### src/rtl/divider.sv
// Iterative 32-bit integer divider (DIV/DIVU): one quotient bit per cycle by restoring division.
// result = {remainder, quotient}, valid for one cycle on ready; annul flushes an in-flight operation.
module divider (
  input  logic        clk,
  input  logic        rst,
  input  logic        start,
  input  logic        signed_div,
  input  logic        annul,
  input  logic [31:0] a,
  input  logic [31:0] b,
  output logic [63:0] result,
  output logic        ready,
  output logic        busy
);

  localparam int DATA_W = 32;

  localparam logic [1:0] IDLE    = 2'd0;
  localparam logic [1:0] DIVZERO = 2'd1;
  localparam logic [1:0] ON      = 2'd2;
  localparam logic [1:0] END     = 2'd3;

  logic [1:0]        state;
  logic [4:0]        cnt;
  logic [DATA_W-1:0] rem;
  logic [DATA_W-1:0] quo;
  logic [DATA_W-1:0] dvsr;
  logic              neg_q;
  logic              neg_r;

  logic              load;
  logic [DATA_W-1:0] a_mag;
  logic [DATA_W-1:0] b_mag;
  logic [DATA_W:0]   shifted;
  logic [DATA_W:0]   trial;
  logic [DATA_W-1:0] rem_nxt;
  logic [DATA_W-1:0] quo_nxt;

  function automatic logic [DATA_W-1:0] mag(input logic signed [DATA_W-1:0] x);
    logic [DATA_W-1:0] r;
    r = x[DATA_W-1] ? -x : x;
    return r;
  endfunction

  function automatic logic [DATA_W-1:0] cond_neg(input logic [DATA_W-1:0] x, input logic neg);
    return neg ? (~x + 1'b1) : x;
  endfunction

  assign load  = (state == IDLE) && start && !annul;
  assign a_mag = signed_div ? mag(a) : a;
  assign b_mag = signed_div ? mag(b) : b;

  // Restoring step: shift the next dividend bit in, keep the difference only if it did not go negative.
  assign shifted = {rem, quo[DATA_W-1]};
  assign trial   = shifted - {1'b0, dvsr};
  assign rem_nxt = trial[DATA_W] ? shifted[DATA_W-1:0] : trial[DATA_W-1:0];
  assign quo_nxt = {quo[DATA_W-2:0], ~trial[DATA_W]};

  always_ff @(posedge clk) begin
    if (rst) begin
      state  <= IDLE;
      cnt    <= 5'd0;
      rem    <= '0;
      result <= '0;
    end else begin
      case (state)
        IDLE: begin
          if (load) begin
            rem   <= '0;
            cnt   <= 5'd0;
            state <= (b == '0) ? DIVZERO : ON;
          end
        end
        DIVZERO: begin
          if (annul) begin
            state <= IDLE;
          end else begin
            result <= '0;
            state  <= END;
          end
        end
        ON: begin
          if (annul) begin
            state <= IDLE;
          end else begin
            rem <= rem_nxt;
            cnt <= cnt + 5'd1;
            if (cnt == 5'd31) begin
              result <= {cond_neg(rem_nxt, neg_r), cond_neg(quo_nxt, neg_q)};
              state  <= END;
            end
          end
        end
        default: state <= IDLE;
      endcase
    end
  end

  // Operand registers carry no reset; the FSM decides when their contents matter.
  always_ff @(posedge clk) begin
    if (load) begin
      quo   <= a_mag;
      dvsr  <= b_mag;
      neg_q <= signed_div & (a[DATA_W-1] ^ b[DATA_W-1]);
      neg_r <= signed_div & a[DATA_W-1];
    end else if (state == ON) begin
      quo <= quo_nxt;
    end
  end

  assign ready = (state == END);
  assign busy  = (state == DIVZERO) || (state == ON);

endmodule

### config.mk
export PLATFORM = sky130hd
export DESIGN_NAME = divider
export DESIGN_NICKNAME = d
export VERILOG_FILES = /design/src/rtl/divider.sv
export SDC_FILE = /design/constraint.sdc
export NUM_CORES = 1
export LEC_CHECK = 0
export BUFFER_PORTS_ARGS = -buffer_cell sky130_fd_sc_hd__buf_4
export CAP_MARGIN = 20
export CORE_AREA = 2 2 167 169
export CTS_CLUSTER_SIZE = 25
export DETAILED_ROUTE_END_ITERATION = 8
export DIE_AREA = 0 0 169 171
export HOLD_SLACK_MARGIN = 0.03
export PLACE_DENSITY = 0.62
export RECOVER_POWER = 50
export SLEW_MARGIN = 10
export SYNTH_ARGS = -nofsm -noshare
export SYNTH_HDL_FRONTEND = slang
export SYNTH_SLANG_ARGS = --single-unit
### constraint.sdc
create_clock -name clk -period 8.5 [get_ports clk]
set_clock_uncertainty 0.2 [all_clocks]
set_input_delay 1.275 -clock clk [delete_from_list [all_inputs] [get_ports clk]]
set_output_delay 1.275 -clock clk [all_outputs]
set_load 0.01 [all_outputs]
==> results.md <==
- The worst hold path belongs to the class flip-flop to flip-flop.
- The HPWL after detailed placement is approximately 25000 um.
- At the end of routability-driven placement, the weighted congestion stood at around 0.9.
- The number of enable flip-flop cells after synthesis is between 60 and 70.
- CTS placed an instance of sky130_fd_sc_hd__clkbuf_16 at the clock tree root.
- The count of buffers inserted at the top-level ports is about 130.
- Across the run, the number of max-cap violations was 4.
- The worst path required time is ~8.6 ns.
- The die is 171 um tall.
- The number of antenna violations at the first check in global routing came to 0.
- 0 antenna diodes ended up in the layout.
- In the final layout, the share of cells above drive strength 1 is 8.98%.
- The minimum period implied by the final worst setup slack is 6.20 ns.
- After detailed routing, the number of vias per cell comes to roughly 5.7.
- Derived from the worst setup path, the maximum achievable clock frequency is roughly 160 MHz.
- The final clock period utilization by the worst path is 73.0%.
- Registers take 4040 um^2.
- Summed over all cells, the static leakage comes to 4.90 nW.
- The clock passes through at most 2 buffers.
- The total number of H-tree levels is 4.
- The most used flip-flop cell after synthesis is sky130_fd_sc_hd__dfxtp_1.
- The number of nets handed over by synthesis was between 1000 and 1500.
- The post-synthesis cell count is around 1400.
- The clock reaches the later pin of the worst-skew pair after between 0.4 and 0.5 ns.
- In this run the tightest slew margin relative to its limit is -142%.
- The first-pass GRT wire length is 53100 um.
- The setup violation total in the final timing report is 0.
- The die covers 28900 um^2.
- Clock tree synthesis found a total of roughly 170 sinks.
- The startpoint identified for the worst register-to-register timing path is quo[31].
- The maximum fanout along the worst path is 46.
- The cell type with the highest aggregate area in the netlist is sky130_fd_sc_hd__dfxtp_1.
- The remaining antenna violation count after routing is 0.
- The aggregate global routing overflow is 0.
- The placed instances occupy a cell area of about 13000 um^2.
- The final layout contains 1592 nets.
- The core outline area is between 20000 and 30000 um^2.
- The number of distinct standard cells referenced by the synthesized netlist is 77.
- STA classifies the critical path startpoint as a flip-flop.
- The cell with the most instances after synthesis is sky130_fd_sc_hd__nand2_1.
- Sorting the synthesized cells by area gives the leading types as sky130_fd_sc_hd__dfxtp_1 (18%), sky130_fd_sc_hd__edfxtp_1 (17%), sky130_fd_sc_hd__xnor2_1 (6.2%).
- The finished cells cover roughly 13000 um^2.
- The run finished, with violations left.
- For the worst setup path, the data arrival time is ~6.3 ns.
- After synthesis, the share of flip-flops with an asynchronous set or reset is 0%.
- Sorting the synthesized cells by how often they occur yields sky130_fd_sc_hd__nand2_1 (159), sky130_fd_sc_hd__nor2_1 (144), sky130_fd_sc_hd__o21ai_0 (135).
- The cell row count is between 60 and 70.
- The post-CTS setup buffer count is 0.
- After synthesis the netlist holds a flip-flop and latch count of around 170.
- The die boundary width is between 150 and 200 um.
- For this configuration, the core starts out at a cell density of 41.8%.
- In this run the cell area of the synthesized design comes to 11400 um^2.
- After clock tree synthesis, the repair step resized 0 gates.
- The worst setup path is of the flip-flop to flip-flop kind.
- The CTS clock-pin slew for the worst setup and hold paths is 0.07 ns.
- The setup slack of the most critical reg-to-reg path is around 2.3 ns.
- The path depth of the worst reg2reg path is 20.
- Setup repair after global routing left no endpoint under its margin.
- The most critical setup path has its endpoint at result[62].
- The worst-case vdd ir drop is about 0.000097 V.
- The number of I/O pins is roughly 140.
- Cells fill between 40% and 50% of the core in the end.
- Entering global routing, the biggest net connects 76 pins.
- The total power divided by cell area is 171 nW/um^2.
- The post-route total power is around 0.0022 W.
- The DRC violation count after routing is 0.
- The final-report max-slew violation count came to 210.
- TritonCTS built the clock tree.
- The total iterations of the first detailed-routing run is 5.
- Summing the sequential cell areas from Yosys gives 35.4% of the chip area.
- Counting the buffers created by CTS gives 17.
- The worst hold slack across all endpoints is 0.255 ns.
- The area of combinational cells with multiple inputs is a little under 7000 um^2.
- In this run the critical register-to-register path is captured at result[62].
- The combined global-route utilization of all metal layers is between 20% and 30%.
- The sum of routed wire length over all layers is ~33000 um.
- Setup total negative slack on the finished layout was measured at 0 ns.
- The critical path starts at quo[31].
- After filler insertion, the fill cell instance count of the layout stands at 2776.
- The via count of the routed design is approximately 10000.
- For the pin with the worst max-slew slack, the measured transition is roughly 3.6 ns.
- The number of hold buffers added after CTS is 0.
- From synthesis to final layout, the design area changed by 13.7%.
- The number of endpoints with negative hold slack in the final report is 0.
- The mean cell area of the mapped netlist is between 8 and 9 um^2.
- The final reports fail on capacitance limit, slew limit.
- After detailed routing, the average wire length per cell comes to ~18 um.
- The via count of the first global-routing pass is between 9000 and 10000.
- The kind of capture point of the worst setup path is a flip-flop.
- The area share of the largest cell type after synthesis is a little under a fifth.
- The detailed router finished its first iteration with 941 violations.
- The synthesis warning total is 0.
-- worst min path at each step --
stage / slack (ns) / end / from / depth (start not counted)
finish: 0.25 / result[57] / result[57] / 2
global route: 0.28 / cnt[4] / cnt[4] / 2
CTS: 0.26 / cnt[4] / cnt[4] / 2
detailed placement: 0.25 / result[61] / result[61] / 2
global placement: 0.24 / result[50] / result[50] / 2
floorplan: 0.24 / cnt[4] / cnt[4] / 2
-- worst max-delay path, cell delays in order (launching register included) --
cell and delay [ns]:
sky130_fd_sc_hd__edfxtp_1 0.43, sky130_fd_sc_hd__inv_1 0.06, sky130_fd_sc_hd__ha_1 0.20, sky130_fd_sc_hd__inv_1 0.07, sky130_fd_sc_hd__fa_1 0.22, sky130_fd_sc_hd__a211oi_1 0.10, sky130_fd_sc_hd__o211a_1 0.27, sky130_fd_sc_hd__or4_4 0.58
sky130_fd_sc_hd__a211oi_4 0.33, sky130_fd_sc_hd__o21a_1 0.60, sky130_fd_sc_hd__nor2_8 0.28, sky130_fd_sc_hd__inv_4 0.42, sky130_fd_sc_hd__o21ai_0 0.23, sky130_fd_sc_hd__inv_1 0.09, sky130_fd_sc_hd__ha_1 0.21, sky130_fd_sc_hd__nand3_1 0.10
sky130_fd_sc_hd__o41ai_2 0.49, sky130_fd_sc_hd__nand4_1 0.39, sky130_fd_sc_hd__o41ai_1 0.52, sky130_fd_sc_hd__xor2_1 0.18, sky130_fd_sc_hd__o21ai_1 0.07
-- sequential cells by signal (all words and copies together) (netlist names) --
name    flops
dvsr       32
result     64
rem        32
neg_r       1
cnt         5
quo        32
state       2
neg_q       1
-- area by class of cell --
type                            instances  area share [%]
Multi-Input combinational cell       1092            53.3
Sequential cell                       169            31.1
Timing Repair Buffer                  143            6.15
Clock buffer                           21            3.72
Tap cell                              346            3.33
Inverter                               57            1.67
Clock inverter                         11           0.751
-- layer usage --
layer | share of wire [%] | track usage [%]
met1 | 46 | 30.9
met5 | 0 | 0
met4 | 2.9 | 8.21
met3 | 4.4 | 3.15
met2 | 47 | 38.3
-- where the power goes --
group | internal [W] | total [W] | switching [W]
clock network | 0.000420 | 0.000778 | 0.000357
registers | 0.000933 | 0.000991 | 0.0000584
logic | 0.000172 | 0.000455 | 0.000282
total | 0.00153 | 0.00222 | 0.000698
-- layout by cell type, fill, tap and decap left out, types with 9 or more instances in the layout --
master,n
sky130_fd_sc_hd__nand2_1,159
sky130_fd_sc_hd__nor2_1,143
sky130_fd_sc_hd__o21ai_0,135
sky130_fd_sc_hd__dfxtp_1,103
sky130_fd_sc_hd__xnor2_1,81
sky130_fd_sc_hd__clkbuf_1,76
sky130_fd_sc_hd__a21oi_1,75
sky130_fd_sc_hd__buf_4,68
sky130_fd_sc_hd__edfxtp_1,66
sky130_fd_sc_hd__xor2_1,57
sky130_fd_sc_hd__inv_1,56
sky130_fd_sc_hd__a22oi_1,54
sky130_fd_sc_hd__ha_1,42
sky130_fd_sc_hd__nor3_1,31
sky130_fd_sc_hd__o31ai_1,28
sky130_fd_sc_hd__nand3_1,21
sky130_fd_sc_hd__nor4_1,20
sky130_fd_sc_hd__clkbuf_16,19
sky130_fd_sc_hd__mux2i_1,18
sky130_fd_sc_hd__or3_1,17
sky130_fd_sc_hd__o41ai_1,12
sky130_fd_sc_hd__and2_1,11
sky130_fd_sc_hd__nand2b_1,11
sky130_fd_sc_hd__or2_2,10
sky130_fd_sc_hd__a31oi_1,9
sky130_fd_sc_hd__or4_1,9
sky130_fd_sc_hd__a22o_1,9
-- cells by family (layout without fill, tap and decap cells) --
kind of cell | after synthesis | in the layout | share of synthesized area (%)
AND/OR/NAND/NOR | 483 | 483 | 20.1
AO/OA/AOI/OAI | 404 | 404 | 23.0
adder cells (fa/ha/maj) | 43 | 43 | 4.77
buffers and inverters | 122 | 232 | 4.06
flip-flops | 169 | 169 | 35.4
XOR/XNOR | 138 | 138 | 10.6
multiplexers | 24 | 24 | 2.17
-- per-stage QoR --
step / setup slack [ns] / cells
3_5_place_dp: 2.40 / 1805
3_3_place_gp: 2.62 / 1805
4_1_cts: 2.37 / 1837
2_1_floorplan: 3.16 / 1383
6_report: 2.30 / 1839
5_1_grt: 1.77 / 1839
Power figures use the tool's default switching activity.
